<file path="src/rtl/response_uart_pkg.sv">
// ============================================================================
//  Module      : response_uart_pkg
//  Description : Shared types and constants for the response UART transmitter.
//                Holds the FSM state enum, the 8N1 frame length, the default
//                baud divider and the number of bytes sent per response.
//                Optional feature macro: RESP_CHECKSUM_EN (adds an XOR
//                checksum byte after the two data bytes).
//  Revision    : 1.0 - initial release
// ============================================================================
`default_nettype none

package response_uart_pkg;

    typedef enum logic [2:0] {
        IDLE  = 3'd0,
        START = 3'd1,
        DATA  = 3'd2,
        STOP  = 3'd3,
        NEXT  = 3'd4
    } state_t;

    // start + 8 data + stop
    localparam int FRAME_BITS       = 10;
    // 50 MHz / 9600 baud
    localparam int DEFAULT_BAUD_DIV = 5208;

`ifdef RESP_CHECKSUM_EN
    localparam int BYTE_COUNT = 3;
`else
    localparam int BYTE_COUNT = 2;
`endif

    // Byte to transmit for a given position in the response.
    function automatic logic [7:0] select_byte(input logic [15:0] word,
                                               input logic [1:0]  idx);
        case (idx)
            2'd0:    return word[7:0];
            2'd1:    return word[15:8];
`ifdef RESP_CHECKSUM_EN
            default: return word[7:0] ^ word[15:8];
`else
            default: return word[7:0];
`endif
        endcase
    endfunction

endpackage

`default_nettype wire

</file>
<file path="src/rtl/baud_tick_gen.sv">
// ============================================================================
//  Module      : baud_tick_gen
//  Description : Bit-period timer. Counts BAUD_DIV-1 down to 0 and reloads,
//                so tick fires once every BAUD_DIV cycles. clear restarts
//                the period so the first bit of a sequence is full length.
//                pre_tick fires one cycle before tick (BAUD_DIV must be >= 2).
//  Ports       : clk, rst_n      - clock, async active-low reset
//                clear           - reload the counter (frame start)
//                tick            - last cycle of the current bit period
//                pre_tick        - second-to-last cycle of the bit period
//  Revision    : 1.0 - initial release
// ============================================================================
`default_nettype none

module baud_tick_gen #(
    parameter int BAUD_DIV = 5208
) (
    input  logic clk,
    input  logic rst_n,
    input  logic clear,
    output logic tick,
    output logic pre_tick
);

    localparam int            CW     = (BAUD_DIV > 1) ? $clog2(BAUD_DIV) : 1;
    localparam logic [CW-1:0] RELOAD = CW'(BAUD_DIV - 1);

    logic [CW-1:0] count;

    always_ff @(posedge clk or negedge rst_n) begin
        if (!rst_n) begin
            count <= '0;
        end else if (clear || count == '0) begin
            count <= RELOAD;
        end else begin
            count <= count - CW'(1);
        end
    end

    assign tick     = (count == '0);
    assign pre_tick = (count == CW'(1));

endmodule

`default_nettype wire

</file>
<file path="src/rtl/response_uart_tx.sv">
// ============================================================================
//  Module      : response_uart_tx
//  Description : Sends a captured 16-bit sensor response as back-to-back 8N1
//                UART frames, low byte first. A bufferPronto level is
//                accepted once per assertion (armed handshake) and
//                acknowledged with a one-cycle bufferUsado pulse.
//                Optional feature macro: RESP_CHECKSUM_EN (third byte =
//                low byte XOR high byte).
//  Ports       : clk, rst_n      - clock, async active-low reset
//                bufferPronto    - response word valid (level)
//                info[15:0]      - response word
//                bufferUsado     - one-cycle capture acknowledge
//                tx              - serial line, idle high
//                busy            - frame sequence in progress
//  Revision    : 1.0 - initial release
// ============================================================================
`default_nettype none

module response_uart_tx
    import response_uart_pkg::*;
#(
    parameter int BAUD_DIV = DEFAULT_BAUD_DIV
) (
    input  logic        clk,
    input  logic        rst_n,
    input  logic        bufferPronto,
    input  logic [15:0] info,
    output logic        bufferUsado,
    output logic        tx,
    output logic        busy
);

    state_t      state;
    logic        armed;
    logic [15:0] captured;
    logic [7:0]  tx_byte;
    logic [2:0]  bit_idx;
    logic [1:0]  byte_idx;
    logic        capture;
    logic        tick;
    logic        pre_tick;

    assign capture = (state == IDLE) && bufferPronto && armed;

    // Restarting the timer on capture aligns the first start bit with the
    // cycle after capture; afterwards it free-runs so frames never drift.
    baud_tick_gen #(
        .BAUD_DIV (BAUD_DIV)
    ) u_baud (
        .clk      (clk),
        .rst_n    (rst_n),
        .clear    (capture),
        .tick     (tick),
        .pre_tick (pre_tick)
    );

    always_ff @(posedge clk or negedge rst_n) begin
        if (!rst_n) begin
            state       <= IDLE;
            armed       <= 1'b1;
            captured    <= '0;
            tx_byte     <= '0;
            bit_idx     <= '0;
            byte_idx    <= '0;
            bufferUsado <= 1'b0;
            tx          <= 1'b1;
            busy        <= 1'b0;
        end else begin
            bufferUsado <= 1'b0;
            // Re-arm only once the controller has dropped bufferPronto.
            if (!bufferPronto) begin
                armed <= 1'b1;
            end

            case (state)
                IDLE: begin
                    tx   <= 1'b1;
                    busy <= 1'b0;
                    if (capture) begin
                        captured    <= info;
                        tx_byte     <= info[7:0];
                        byte_idx    <= '0;
                        armed       <= 1'b0;
                        bufferUsado <= 1'b1;
                        tx          <= 1'b0;
                        busy        <= 1'b1;
                        state       <= START;
                    end
                end

                START: begin
                    if (tick) begin
                        tx      <= tx_byte[0];
                        bit_idx <= '0;
                        state   <= DATA;
                    end
                end

                DATA: begin
                    if (tick) begin
                        if (bit_idx == 3'd7) begin
                            tx    <= 1'b1;
                            state <= STOP;
                        end else begin
                            tx      <= tx_byte[bit_idx + 3'd1];
                            bit_idx <= bit_idx + 3'd1;
                        end
                    end
                end

                // NEXT occupies the final cycle of the stop bit, so the
                // byte-count decision costs no extra line time.
                STOP: begin
                    if (pre_tick) begin
                        state <= NEXT;
                    end
                end

                NEXT: begin
                    if (tick) begin
                        if (byte_idx == 2'(BYTE_COUNT - 1)) begin
                            busy  <= 1'b0;
                            state <= IDLE;
                        end else begin
                            byte_idx <= byte_idx + 2'd1;
                            tx_byte  <= select_byte(captured, byte_idx + 2'd1);
                            tx       <= 1'b0;
                            state    <= START;
                        end
                    end
                end

                default: begin
                    tx    <= 1'b1;
                    busy  <= 1'b0;
                    state <= IDLE;
                end
            endcase
        end
    end

endmodule

`default_nettype wire

</file>
<file path="config.mk">
export PLATFORM = sky130hd
export DESIGN_NAME = response_uart_tx
export DESIGN_NICKNAME = d
export VERILOG_FILES = /design/src/rtl/response_uart_pkg.sv /design/src/rtl/baud_tick_gen.sv /design/src/rtl/response_uart_tx.sv
export SDC_FILE = /design/constraint.sdc
export NUM_CORES = 1
export LEC_CHECK = 0
export ABC_AREA = 1
export CORE_MARGIN = 1.5
export CORE_UTILIZATION = 35
export DETAILED_ROUTE_END_ITERATION = 10
export HOLD_SLACK_MARGIN = 0.12
export PLACE_DENSITY = 0.55
export SETUP_SLACK_MARGIN = 0.1
export SLEW_MARGIN = 5
export SYNTH_ARGS = -nofsm -noshare
export SYNTH_HDL_FRONTEND = slang
export SYNTH_HIERARCHICAL = 1
export SYNTH_SLANG_ARGS = --single-unit
</file>
<file path="constraint.sdc">
create_clock -name clk -period 2.4 [get_ports clk]
set_input_delay 0.48 -clock clk [delete_from_list [all_inputs] [get_ports clk]]
set_output_delay 0.48 -clock clk [all_outputs]
set_load 0.02 [all_outputs]
</file>
==> flow_summary_export.csv, run 1 <==
group,metric,value,unit
outcome,outcome,"finished clean",
global_routing,overflow,0,
pwr,ir_drop,183.3,µV
sta,worst_clock_skew,0.005305,ns
routing,viasPerCell,4.485,
clock_tree,cts_made_buffers,5,
layout,nFillCells,716,
clock_tree,cts_hold_buf,0,
placed_design,dpl.hpwl,3706,µm
layout,final_common_cell,"nand2_1",
routing,drt_pass1_iterations,4,
global_routing,grt_start_max_net_pins,25,
routing,vias,1933,
critical_path,rr_worst_depth,13,
sta,finalCritPeriodShare,0.8349,
clock_tree,post_cts_buffers,0,
critical_path,crit_path_start,"u_baud/count[0]",
critical_path,arrival,2.20,ns
layout,nets,359,
die,fp.dieH,88.27,µm
routing,drt_wl_total,4931,µm
critical_path,critical_path.top_delay_family,"simple AND/OR/NAND/NOR gates",
yosys,synth_seq_area_share,0.4828,
placed_design,globalplace.congestion,0.8169,
yosys,ys_warn_count,6,
yosys,synth_area_per_cell,8.209,µm²
sta,max_freq,499.1,MHz
sta,hold_violations,0,
yosys,synth_cells,310,
placed_design,io_buffers,21,
sta,final_max_slew_viol_count,0,
routing,ant_nets,0,
critical_path,crit_top_cell,"nand2_1",
pwr,powerDensity,462.3,nW/µm²
clock_tree,root_buffer,"clkbuf_8",
critical_path,crit_slowest_cell,"dfrtp_1",
sta,setup_tns,0,ns
sta,fin_crit,2.004,ns
hold_path,min_path_type,"in2async",
yosys,yosys.cell_types.count,32,
layout,antenna_cells,0,
global_routing,grt_pass1_vias,1775,
yosys,synth_nets,335,
global_routing,antenna_found_initial,0,
sta,tightestPinTransition,0.5373,ns
layout,layout.cells.non_filler,431,
clock_tree,insertion_delay,0.30,ns
critical_path,slowest_delay,0.40,ns
die,coreArea,6907,µm²
global_routing,grt_pass1_wl,8480,µm
critical_path,endpoint_kind,"flop",
critical_path,crit_buf_inv,3,
placed_design,dp_slack,0.4041,ns
critical_path,reg2reg_from,"u_baud/count[0]",
critical_path,path_cells,"inv_1, ha_1, nand3_2, nor2_8, nand2_4, inv_1, inv_1, nand2_2, nand2_1, nor2_2, nand2_1, nand2_1, nand2_1",
sta,setup_ws,0.3963,ns
sta,relSlewSlack,0.6418,
clock_tree,path_clk_slew,0.09,ns
flow_run,cap_violations,0,
sta,finalSetupViolCount,0,
layout,final_cell_mix,"nand2_1, dfrtp_1, inv_1, o21ai_0, nor2_1",
layout,fin_area,2937,µm²
placed_design,dpl-instance-area,2850,µm²
critical_path,worstPathMaxFanout,5,
clock_tree,cts_resized,0,
pwr,p_leak,0.001417,µW
yosys,synth_area,2545,µm²
yosys,ys_seq_elements,49,
critical_path,cp.depth,13,
global_routing,gr-usage-all-layers,0.1426,
layout,area_delta_synth_final,15.39,%
layout,drive_above_1_share,0.1164,
die,rows,30,
critical_path,crit_path_start_kind,"flop",
critical_path,crit_type,"reg2reg",
routing,drc,0,
sta,rsz0062_at_grt,"false",
die,die-area,7792,µm²
routing,drt-initial-drc-count,70,
die,io_pins,22,
sta,hold_slack,0.1163,ns
die,start_util,0.3685,
routing,wl_per_cell,11.44,µm
die,die_w,88.27,µm
clock_tree,cts_tree,"built",
clock_tree,htree_levels,2,
clock_tree,clk_path_buf_depth,2,
clock_tree,cts.sinks,49,
placed_design,dp.cells,423,
critical_path,crit_required,2.59,ns
==> flip-flops by register name, summed over array words and instances, names as in the netlist <==
| register | count |
|---|---|
| armed | 1 |
| bit_idx | 3 |
| bufferUsado | 1 |
| busy | 1 |
| byte_idx | 2 |
| captured | 16 |
| state | 3 |
| tx | 1 |
| tx_byte | 8 |
| u_baud/count | 13 |
==> through the flow <==
stage          total power (µW)    util
6_report                   1357  0.4252
4_1_cts                    1384  0.4252
2_1_floorplan             842.7       -
5_1_grt                    1438  0.4252
3_5_place_dp              892.9  0.4127
3_3_place_gp              893.2  0.4127
==> cell families (layout without fill, tap and decap cells) <==
kind of cell,Yosys count,after routing,synth area share
AO/OA/AOI/OAI,47,47,0.1028
XOR/XNOR,4,4,0.01377
adder cells (fa/ha/maj),6,6,0.02950
buffers and inverters,42,67,0.07178
flip-flops,49,49,0.4828
AND/OR/NAND/NOR,162,162,0.2994
==> worst reg2reg max path: stages, from the launching register on <==
cell     delay [ns]
dfrtp_1        0.40
inv_1          0.08
ha_1           0.23
nand3_2        0.16
nor2_8         0.18
nand2_4        0.08
inv_1          0.15
inv_1          0.10
nand2_2        0.09
nand2_1        0.06
nor2_2         0.14
nand2_1        0.10
nand2_1        0.07
nand2_1        0.05
==> power by group <==
part	internal [µW]	switching, µW
Clock	208	275
Combinational	26.9	22.6
Sequential	825	0
==> cell usage after synthesis (all sizes together) <==
| cell type | instances | area (µm²) |
|---|---|---|
| buf | 4 | 35.03 |
| clkbuf | 4 | 15.01 |
| inv | 34 | 132.6 |
| nand4 | 3 | 18.77 |
| a21oi | 2 | 10.01 |
| dfrtp | 47 | 1176 |
| xor2 | 1 | 8.760 |
| xnor2 | 3 | 26.28 |
| dfstp | 2 | 52.55 |
| nor2 | 27 | 140.1 |
| nor2b | 1 | 6.260 |
| nor3 | 2 | 21.27 |
| nand3 | 24 | 140.1 |
| nand2 | 104 | 429.2 |
| o211ai | 9 | 67.56 |
| nor4 | 1 | 6.260 |
| ha | 6 | 75.07 |
| o21ai | 36 | 183.9 |
==> path summary, 6_finish.rpt <==
kind,to,slack [ns]
worst max-delay path,state[1],0.40
worst min-delay path,bit_idx[0],0.12
worst max register to register,state[1],0.40
worst min register to register,u_baud/count[0],0.46
max in group asynchronous,captured[4],1.71
min in group clk,u_baud/count[0],0.46
==> area by class of cell <==
| cell class | instances | area, µm² | share of cell area |
|---|---|---|---|
| clock inverters | 2 | 13.76 | 0.004687 |
| flip-flops and latches | 49 | 1229 | 0.4184 |
| well taps | 96 | 120.1 | 0.04090 |
| clock buffers | 6 | 72.57 | 0.02471 |
| repair buffers | 25 | 235.2 | 0.08010 |
| inverters | 34 | 132.6 | 0.04516 |
| multi-input cells | 219 | 1134 | 0.3860 |
==> metal layers <==
layer / wire [µm] / global-route usage / vias to the layer above / share of wire
li1: - / - / 1042 / -
met3: 110 / 0.03078 / 5 / 0.022
met2: 2172 / 0.2137 / 21 / 0.44
met5: 0 / 0 / - / 0
met1: 2572 / 0.2039 / 865 / 0.52
met4: 75 / 0.05114 / 0 / 0.015
No activity file was read; power rests on OpenSTA's default activity.
==> run 2, diff against run 1 <==
--- a/config.mk
+++ b/config.mk
@@ -10,7 +10,7 @@
 export CORE_UTILIZATION = 35
 export DETAILED_ROUTE_END_ITERATION = 10
 export HOLD_SLACK_MARGIN = 0.12
-export PLACE_DENSITY = 0.55
+export PLACE_DENSITY = 0.57
 export SETUP_SLACK_MARGIN = 0.1
 export SLEW_MARGIN = 5
 export SYNTH_ARGS = -nofsm -noshare
==> constraint.sdc (replaced) <==
create_clock -name clk -period 1.7 [get_ports clk]
set_input_delay 0.34 -clock clk [delete_from_list [all_inputs] [get_ports clk]]
set_output_delay 0.34 -clock clk [all_outputs]
set_load 0.02 [all_outputs]
==> flow_summary_export.csv, run 2 (synthesis results as in run 1) <==
group,metric,value,unit
hold_path,min_to,"captured[10]",
critical_path,slowest_delay,0.40,ns
clock_tree,root_buffer,"clkbuf_8",
sta,finalSetupViolCount,0,
layout,regMostFlops,"captured",
clock_tree,cts_tree,"built",
critical_path,r2r_slack,0.14,ns
layout,antenna_cells,0,
routing,vias,2051,
layout,largest_register_ffs,16,
layout,fin_util,0.4620,
pwr,powerDensity,615.9,nW/µm²
routing,ant_nets,0,
critical_path,crit_slowest_cell,"dfrtp_1",
die,start_util,0.3685,
die,coreArea,6907,µm²
sta,fin_crit,1.555,ns
critical_path,endpoint_kind,"flop",
critical_path,crit_top_cell,"nand2_4",
sta,tightestPinTransition,0.2725,ns
critical_path,crit_required,1.89,ns
critical_path,reg2reg_from,"u_baud/count[0]",
routing,drt_wl_total,4956,µm
hold_path,min_path_type,"reg2reg",
placed_design,io_buffers,21,
clock_tree,path_clk_slew,0.09,ns
pwr,power.share.clock,0.369,
pwr,p_seq_frac,0.593,
layout,reg_top3,"captured: 16 flops, u_baud/count: 13 flops, tx_byte: 8 flops",
global_routing,antenna_found_initial,0,
clock_tree,clk_path_buf_depth,2,
flow_run,cap_violations,0,
global_routing,grt_start_max_net_pins,50,
pwr,ir_drop,315.1,µV
clock_tree,cts.sinks,49,
sta,finalCritPeriodShare,0.9149,
layout,area_delta_synth_final,25.37,%
routing,wl_per_cell,11.09,µm
critical_path,reg2reg_to,"state[1]",
sta,hold_slack,0.4815,ns
critical_path,arrival,1.75,ns
hold_path,whs_path_depth,2,
pwr,power.total,1965,µW
critical_path,worstPathMaxFanout,4,
sta,final_max_slew_viol_count,0,
pwr,netSwitchingFraction,0.2173,
global_routing,gr-usage-all-layers,0.1420,
placed_design,globalplace.congestion,0.7954,
layout,final_common_cell,"nand2_1",
sta,relSlewSlack,0.8164,
placed_design,dpl.hpwl,3551,µm
die,die-area,7792,µm²
critical_path,rr_worst_depth,13,
routing,drt_pass1_iterations,6,
pwr,p_sw,427.1,µW
layout,nFillCells,724,
die,io_pins,22,
clock_tree,cts_made_buffers,5,
critical_path,path_cells,"inv_2, ha_4, nand3_4, nor2_8, nand2_4, inv_4, inv_4, nand2_4, nand2_4, nor2_4, nand2_2, nand2_1, nand2_1",
sta,rsz0062_at_grt,"true",
sta,worst_clock_skew,0.005078,ns
critical_path,crit_type,"reg2reg",
outcome,outcome,"finished clean",
die,fp.dieH,88.27,µm
clock_tree,insertion_delay,0.30,ns
pwr,cellInternalPower,1538,µW
pwr,p_comb_frac,0.039,
sta,hold_violations,0,
routing,viasPerCell,4.588,
layout,final_cell_mix,"nand2_1, dfrtp_1, inv_1, o21ai_0, nand3_1",
clock_tree,htree_levels,2,
layout,drive_above_1_share,0.1966,
routing,drc,0,
pwr,p_leak,0.001549,µW
die,rows,30,
critical_path,crit_path_start_kind,"flop",
global_routing,grt_pass1_vias,1968,
global_routing,grt_pass1_wl,8604,µm
die,die_w,88.27,µm
global_routing,overflow,0,
routing,drt-initial-drc-count,128,
sta,max_freq,643.0,MHz
hold_path,worstHoldStart,"captured[10]",
layout,nets,375,
-- run 2: what timing repair did --
| action | in CTS | in global routing |
|---|---|---|
| buffers inserted | 2 | 4 |
| endpoints found under the setup margin | 5 | 20 |
| gates cloned | 0 | 0 |
| pin swaps | 2 | 10 |
| resized for setup | 5 | 23 |
| hold buffers | 1 | 0 |
| hold endpoints to repair | 47 | 0 |
-- run 2: cell type report --
| class | instances | area, µm² | share of cell area |
|---|---|---|---|
| Sequential cell | 49 | 1230 | 0.3855 |
| Multi-Input combinational cell | 219 | 1217 | 0.3816 |
| Timing Repair Buffer | 41 | 386.6 | 0.1212 |
| Inverter | 34 | 140.1 | 0.04392 |
| Tap cell | 96 | 120.1 | 0.03765 |
| Clock buffer | 6 | 82.58 | 0.02588 |
| Clock inverter | 2 | 13.76 | 0.004314 |
-- run 2: worst max-delay path: cells and delay by family, from the launching register on --
family / cells / cell delay [ns]
fa+ha+maj: 1 / 0.16
flops: 1 / 0.40
simple gates: 9 / 0.70
buf+inv: 3 / 0.19
-- run 2: stage by stage --
stage | TNS (ns) | setup WS, ns | instances | instance area (µm²)
5_1_grt | 0 | 0.05155 | 447 | 3191
3_3_place_gp | -0.2120 | -0.03362 | 432 | 2965
3_5_place_dp | -0.4599 | -0.04920 | 432 | 2965
4_1_cts | 0 | 0.1044 | 443 | 3099
6_report | 0 | 0.1447 | 447 | 3191
2_1_floorplan | 0 | 0.1065 | 310 | 2567
-- run 2: power groups by stage --
stage / registers, µW / logic, µW / clock network, µW
floorplan: 1190 / 1.69 / 0
detailed placement: 1190 / 77.9 / 0
finish: 1160 / 76.2 / 724
CTS: 1160 / 79.9 / 763
global route: 1170 / 85.2 / 818
global placement: 1190 / 78.1 / 0
-- run 2: layer usage --
metal  GRT usage  wire (µm)  part of all wire  vias to the layer above
li1            -          -                 -                     1072
met1      0.1926       2451              0.49                      946
met2      0.2297       2305              0.47                       29
met3     0.03265        137             0.028                        4
met4     0.03835         62             0.013                        0
met5           0          0                 0                        -
-- run 2: worst max-delay path by stage --
stage	depth (start not counted)	slack [ns]	start	endpoint
5_1_grt	11	0.05	u_baud/count[1]	tx
3_3_place_gp	5	-0.03	bufferPronto	captured[6]
3_5_place_dp	5	-0.05	bufferPronto	captured[7]
6_report	13	0.14	u_baud/count[0]	state[1]
4_1_cts	13	0.10	u_baud/count[1]	state[1]
2_1_floorplan	12	0.11	u_baud/count[0]	tx_byte[5]
